$ cat src/rtl/mem_defs.sv
// rtl/mem_defs.sv - shared sizes and state encoding for the burst memory master
package mem_defs;

    localparam int word_size   = 16;
    localparam int memory_size = 256;
    localparam int addr_bits   = 8;

    typedef enum logic [1:0] {
        IDLE  = 2'd0,
        READ  = 2'd1,
        WRITE = 2'd2
    } state_t;

endpackage

$ cat src/rtl/mem_burst_ctr.sv
// rtl/mem_burst_ctr.sv - burst address/count registers with wrapping address
module mem_burst_ctr
    import mem_defs::*;
#(
    parameter int memory_size = 256
)
(
    input  logic                 clk,
    input  logic                 rst,
    input  logic                 load,
    input  logic                 step,
    input  logic [addr_bits-1:0] load_addr,
    input  logic [3:0]           load_len,
    output logic [addr_bits-1:0] addr,
    output logic [3:0]           cnt,
    output logic                 last
);

    localparam logic [addr_bits-1:0] top_addr = addr_bits'(memory_size - 1);

    // Load on request acceptance; each beat advances the address and consumes one count.
    // The count parks at zero so the last flag stays stable once the burst has ended.
    always_ff @(posedge clk or posedge rst) begin
        if (rst) begin
            addr <= '0;
            cnt  <= '0;
        end else if (load) begin
            addr <= load_addr;
            cnt  <= load_len;
        end else if (step) begin
            addr <= (addr == top_addr) ? '0 : addr + 1'b1;
            if (cnt != 4'd0) begin
                cnt <= cnt - 1'b1;
            end
        end
    end

    assign last = (cnt == 4'd0);

endmodule

$ cat src/rtl/mem_master.sv
// rtl/mem_master.sv - read/write burst master driving a single-port memory
module mem_master
    import mem_defs::*;
#(
    parameter int word_size   = 16,
    parameter int memory_size = 256
)
(
    input  logic                 clk,
    input  logic                 rst,
    input  logic                 req_valid,
    output logic                 req_ready,
    input  logic                 req_write,
    input  logic [word_size-1:0] req_addr,
    input  logic [3:0]           req_len,
    input  logic                 wr_valid,
    output logic                 wr_ready,
    input  logic [word_size-1:0] wr_data,
    output logic                 wr_done,
    output logic                 rd_valid,
    output logic [word_size-1:0] rd_data,
    output logic                 rd_last,
    output logic [word_size-1:0] mem_address,
    output logic [word_size-1:0] mem_data_in,
    output logic                 mem_write,
    input  logic [word_size-1:0] mem_data_out
);

    state_t               state;
    state_t               state_nxt;
    logic                 load;
    logic                 step;
    logic [addr_bits-1:0] addr;
    logic [3:0]           cnt;
    logic                 last;

    // Only the low address bits reach the memory; the upper request bits are dropped.
    logic unused_addr_hi;
    assign unused_addr_hi = ^req_addr[word_size-1:addr_bits];

    mem_burst_ctr #(
        .memory_size (memory_size)
    ) u_ctr (
        .clk       (clk),
        .rst       (rst),
        .load      (load),
        .step      (step),
        .load_addr (req_addr[addr_bits-1:0]),
        .load_len  (req_len),
        .addr      (addr),
        .cnt       (cnt),
        .last      (last)
    );

    // State register.
    always_ff @(posedge clk or posedge rst) begin
        if (rst) begin
            state <= IDLE;
        end else begin
            state <= state_nxt;
        end
    end

    // Next state: leave IDLE on acceptance, return after the beat taken at count zero.
    always_comb begin
        state_nxt = state;
        case (state)
            IDLE:    if (req_valid) state_nxt = req_write ? WRITE : READ;
            READ:    if (last) state_nxt = IDLE;
            WRITE:   if (wr_valid && last) state_nxt = IDLE;
            default: state_nxt = IDLE;
        endcase
    end

    // Handshakes, memory strobe and counter controls decoded from the current state.
    always_comb begin
        req_ready = 1'b0;
        wr_ready  = 1'b0;
        mem_write = 1'b0;
        load      = 1'b0;
        step      = 1'b0;
        case (state)
            IDLE: begin
                req_ready = !rst;
                load      = req_valid;
            end
            READ: begin
                step = 1'b1;
            end
            WRITE: begin
                wr_ready  = !rst;
                mem_write = wr_valid && !rst;
                step      = wr_valid;
            end
            default: begin
                req_ready = 1'b0;
            end
        endcase
    end

    assign mem_address = {{(word_size - addr_bits){1'b0}}, addr};
    assign mem_data_in = wr_data;

    // Registered read beats and the end-of-write pulse; rd_data holds between beats.
    always_ff @(posedge clk or posedge rst) begin
        if (rst) begin
            rd_valid <= 1'b0;
            rd_last  <= 1'b0;
            rd_data  <= '0;
            wr_done  <= 1'b0;
        end else begin
            rd_valid <= (state == READ);
            rd_last  <= (state == READ) && last;
            if (state == READ) begin
                rd_data <= mem_data_out;
            end
            wr_done  <= (state == WRITE) && wr_valid && last;
        end
    end

endmodule

$ cat config.mk
export PLATFORM = sky130hd
export DESIGN_NAME = mem_master
export DESIGN_NICKNAME = d
export VERILOG_FILES = /design/src/rtl/mem_defs.sv /design/src/rtl/mem_burst_ctr.sv /design/src/rtl/mem_master.sv
export SDC_FILE = /design/constraint.sdc
export NUM_CORES = 1
export LEC_CHECK = 0
export ABC_AREA = 0
export ABC_CLOCK_PERIOD_IN_PS = 2000
export CAP_MARGIN = 10
export CORE_MARGIN = 2
export CORE_UTILIZATION = 37
export CTS_CLUSTER_DIAMETER = 150
export DETAILED_ROUTE_END_ITERATION = 10
export HOLD_SLACK_MARGIN = 0.02
export PLACE_DENSITY = 0.91
export SLEW_MARGIN = 20
export SYNTH_ARGS = -nofsm -noshare
export SYNTH_HDL_FRONTEND = slang
export SYNTH_SLANG_ARGS = --single-unit
$ cat constraint.sdc
create_clock -name clk -period 2 [get_ports clk]
set_input_delay 0.2 -clock clk [delete_from_list [all_inputs] [get_ports clk]]
set_output_delay 0.2 -clock clk [all_outputs]
set_load 0.005 [all_outputs]
==> impl_metrics.ini, run 1 <==
[synthesis]
syn_area_um2 = 1800
syn_avg_cell_area_um2 = 10.9
async_reset_ff_frac = 1.00
post_synth_main_area_contributors = dfrtp_1, mux2_2, buf_4
synth_edf_count = 0
yosys.area.top_type = dfrtp_1
muxShareOfSynthArea = 0.123
synthXorXnorAreaFrac = 0.0243
ys_seq_elements = 33
synth_cell_types = 40
synth_compound_area_frac = 0.0944
synth_top_area_frac = 0.458
synthAdderAreaFrac = 0.0417
synthSimpleGateAreaFrac = 0.130
synth-seq-area-share = 0.458
syn_inst = 165
synthFlopType = dfrtp_1
yosysWarnings = 0
synth_top_family_by_area = simple AND/OR/NAND/NOR gates

[global_route]
met3_usage = 0.0562
grt_max_degree = 20
grt_pass1_wl_um = 5720
grt_busiest_layer = met2
antenna_found_initial = 0
use_met2 = 0.242
grt_overflow = 0
grt_pass1_vias = 1320
met1_usage = 0.150
track_usage = 0.141

[final_layout]
area_growth_pct = 35.9
antennaDiodeCount = 0
layout_commonest_cell = clkdlybuf4s50_1
layout-drive-gt1-share = 0.184
layout.nets = 281
fill_cells = 428
final_cell_mix = clkdlybuf4s50_1, dfrtp_1, mux2_2
fin_area_um2 = 2450

[run_status]
status = finished, final reports clean

[pwr]
leakage_uw = 0.00102
powerDensity_nw_per_um2 = 1420
ir_drop_uv = 490

[floorplanning]
die_w_um = 73.8
ios = 111
die-area_um2 = 5440
num_rows = 25
core_um2 = 4720
initial_core_util = 0.381
die_h_um = 73.8

[detailed_routing]
wl_um = 3680
drc_errors = 0
drtPass1Iterations = 4
drtIter0Drc = 10
via_per_inst = 4.75
wl_per_cell_um = 13.0
routed-via-count = 1349
drtAntennaViolNets = 0

[critical_path]
ff2ff_setup_slack_ns = 0.22
endpoint_kind = output port
cp.required_ns = 1.80
cp_max_fo = 4
startpoint_type = flip-flop
crit_end = wr_ready
ff2ff_path_depth = 6
r2r_end = state[1]
crit_type = reg2out
crit_arrival_ns = 1.67
critPathLaunch = state[0]
rr_startpoint = u_ctr.cnt[0]

[clock_network]
post_cts_buffers = 0
h-tree-depth = 2
clockBufferDepth = 2
clk_pin_slew_ns = 0.07
clock-sinks = 33
clk_latency_ns = 0.28
cts_tree = built
cts_inserted_buffers = 5
cts_root_buf = clkbuf_8

[sta]
setup_tns_ns = 0
drv_slew = 0
setup_violations = 0
post-route-min-period_ns = 1.87
fmax_mhz = 536
fin_skew_ns = 0.00454
finalWorstSetupSlack_ns = 0.135
hold-worst-slack_ns = 0.340
rsz0062_at_grt = no
post-route-period-util = 0.933
hold_viol_final = 0

[placed_design]
io_buffers = 62
dpl.hpwl_um = 2860
pre_cts_ws_ns = 0.255
placed_cell_area_um2 = 2370
gp_congestion = 0.841

[flow_run]
cap_violations = 0

[min_path]
holdCritPathClass = in2async
-- state kept, by name, indices dropped and copies added (netlist names) --
name,cells
rd_data,16
rd_last,1
rd_valid,1
state,2
u_ctr.addr,8
u_ctr.cnt,4
wr_done,1
-- cells in the mapped netlist, types with 2 or more instances --
master	number
nand3_2	2
nand4_1	3
xnor2_1	2
or2_2	3
nor3_1	2
nand3_1	5
inv_1	6
ha_1	6
nor2_1	8
buf_4	25
o21ai_1	2
xor2_1	3
mux2i_1	3
a211oi_1	2
clkbuf_1	2
a221o_1	2
mux2_2	17
a21oi_1	2
a22oi_1	2
o21ai_0	5
nand2_1	11
dfrtp_1	33
and2_1	2
-- per-layer routing --
layer	part of all wire	routed length, um
met1	0.39	1420
met2	0.51	1900
met3	0.084	308
met4	0.016	58
met5	0	0
-- logic make-up after synthesis --
group	Yosys count
other	1
AO/OA/AOI/OAI	22
buffers and inverters	35
flip-flops	33
AND/OR/NAND/NOR	43
XOR/XNOR	5
adder cells (fa/ha/maj)	6
multiplexers	20
-- area by class of cell --
| cell class | count | area, um2 | area share |
|---|---|---|---|
| Sequential cell | 33 | 826 | 0.337 |
| Multi-Input combinational cell | 104 | 777 | 0.317 |
| Timing Repair Buffer | 68 | 666 | 0.272 |
| Tap cell | 67 | 83.8 | 0.0342 |
| Clock buffer | 5 | 68.8 | 0.0281 |
| Inverter | 6 | 22.5 | 0.00920 |
| Clock inverter | 1 | 5.00 | 0.00204 |
-- power breakdown --
part | internal, uW | switching, uW
Combinational | 1080 | 717
Sequential | 989 | 251
Clock | 228 | 221
-- metrics by stage --
step                total power [uW]  std cells  utilization
floorplan                       2250        172            -
global placement                2990        278        0.502
detailed placement              3060        278        0.502
CTS                             3520        284        0.518
global route                    3760        284        0.518
finish                          3490        284        0.518
-- critical path, stage by stage (launching register included) --
cell	delay, ns
dfrtp_1	0.40
inv_1	0.09
ha_2	0.23
nor2b_1	0.15
clkdlybuf4s50_1	0.52
-- timing repair --
action                                  in CTS  in global routing
endpoints found under the setup margin       0                  1
hold buffers                                 0                  0
gates resized for setup                      0                  1
-- worst min-delay path by stage --
| stage | start | to | slack, ns | cells after the start |
|---|---|---|---|---|
| 6_report | rst | u_ctr.cnt[3] | 0.34 | 3 |
| 5_1_grt | rst | rd_last | 0.38 | 3 |
| 4_1_cts | rst | rd_last | 0.34 | 3 |
| 3_5_place_dp | wr_data[13] | mem_data_in[13] | 0.40 | 0 |
| 3_3_place_gp | wr_data[13] | mem_data_in[13] | 0.40 | 0 |
| 2_1_floorplan | req_write | state[0] | 0.28 | 1 |
(Power assumes the default switching activity.)
==> run 2: changes to the inputs <==
CAP_MARGIN = default   (was 10)
==> results of run 2 <==
No change in the layout: final DEF, timing and power equal those of run 1.
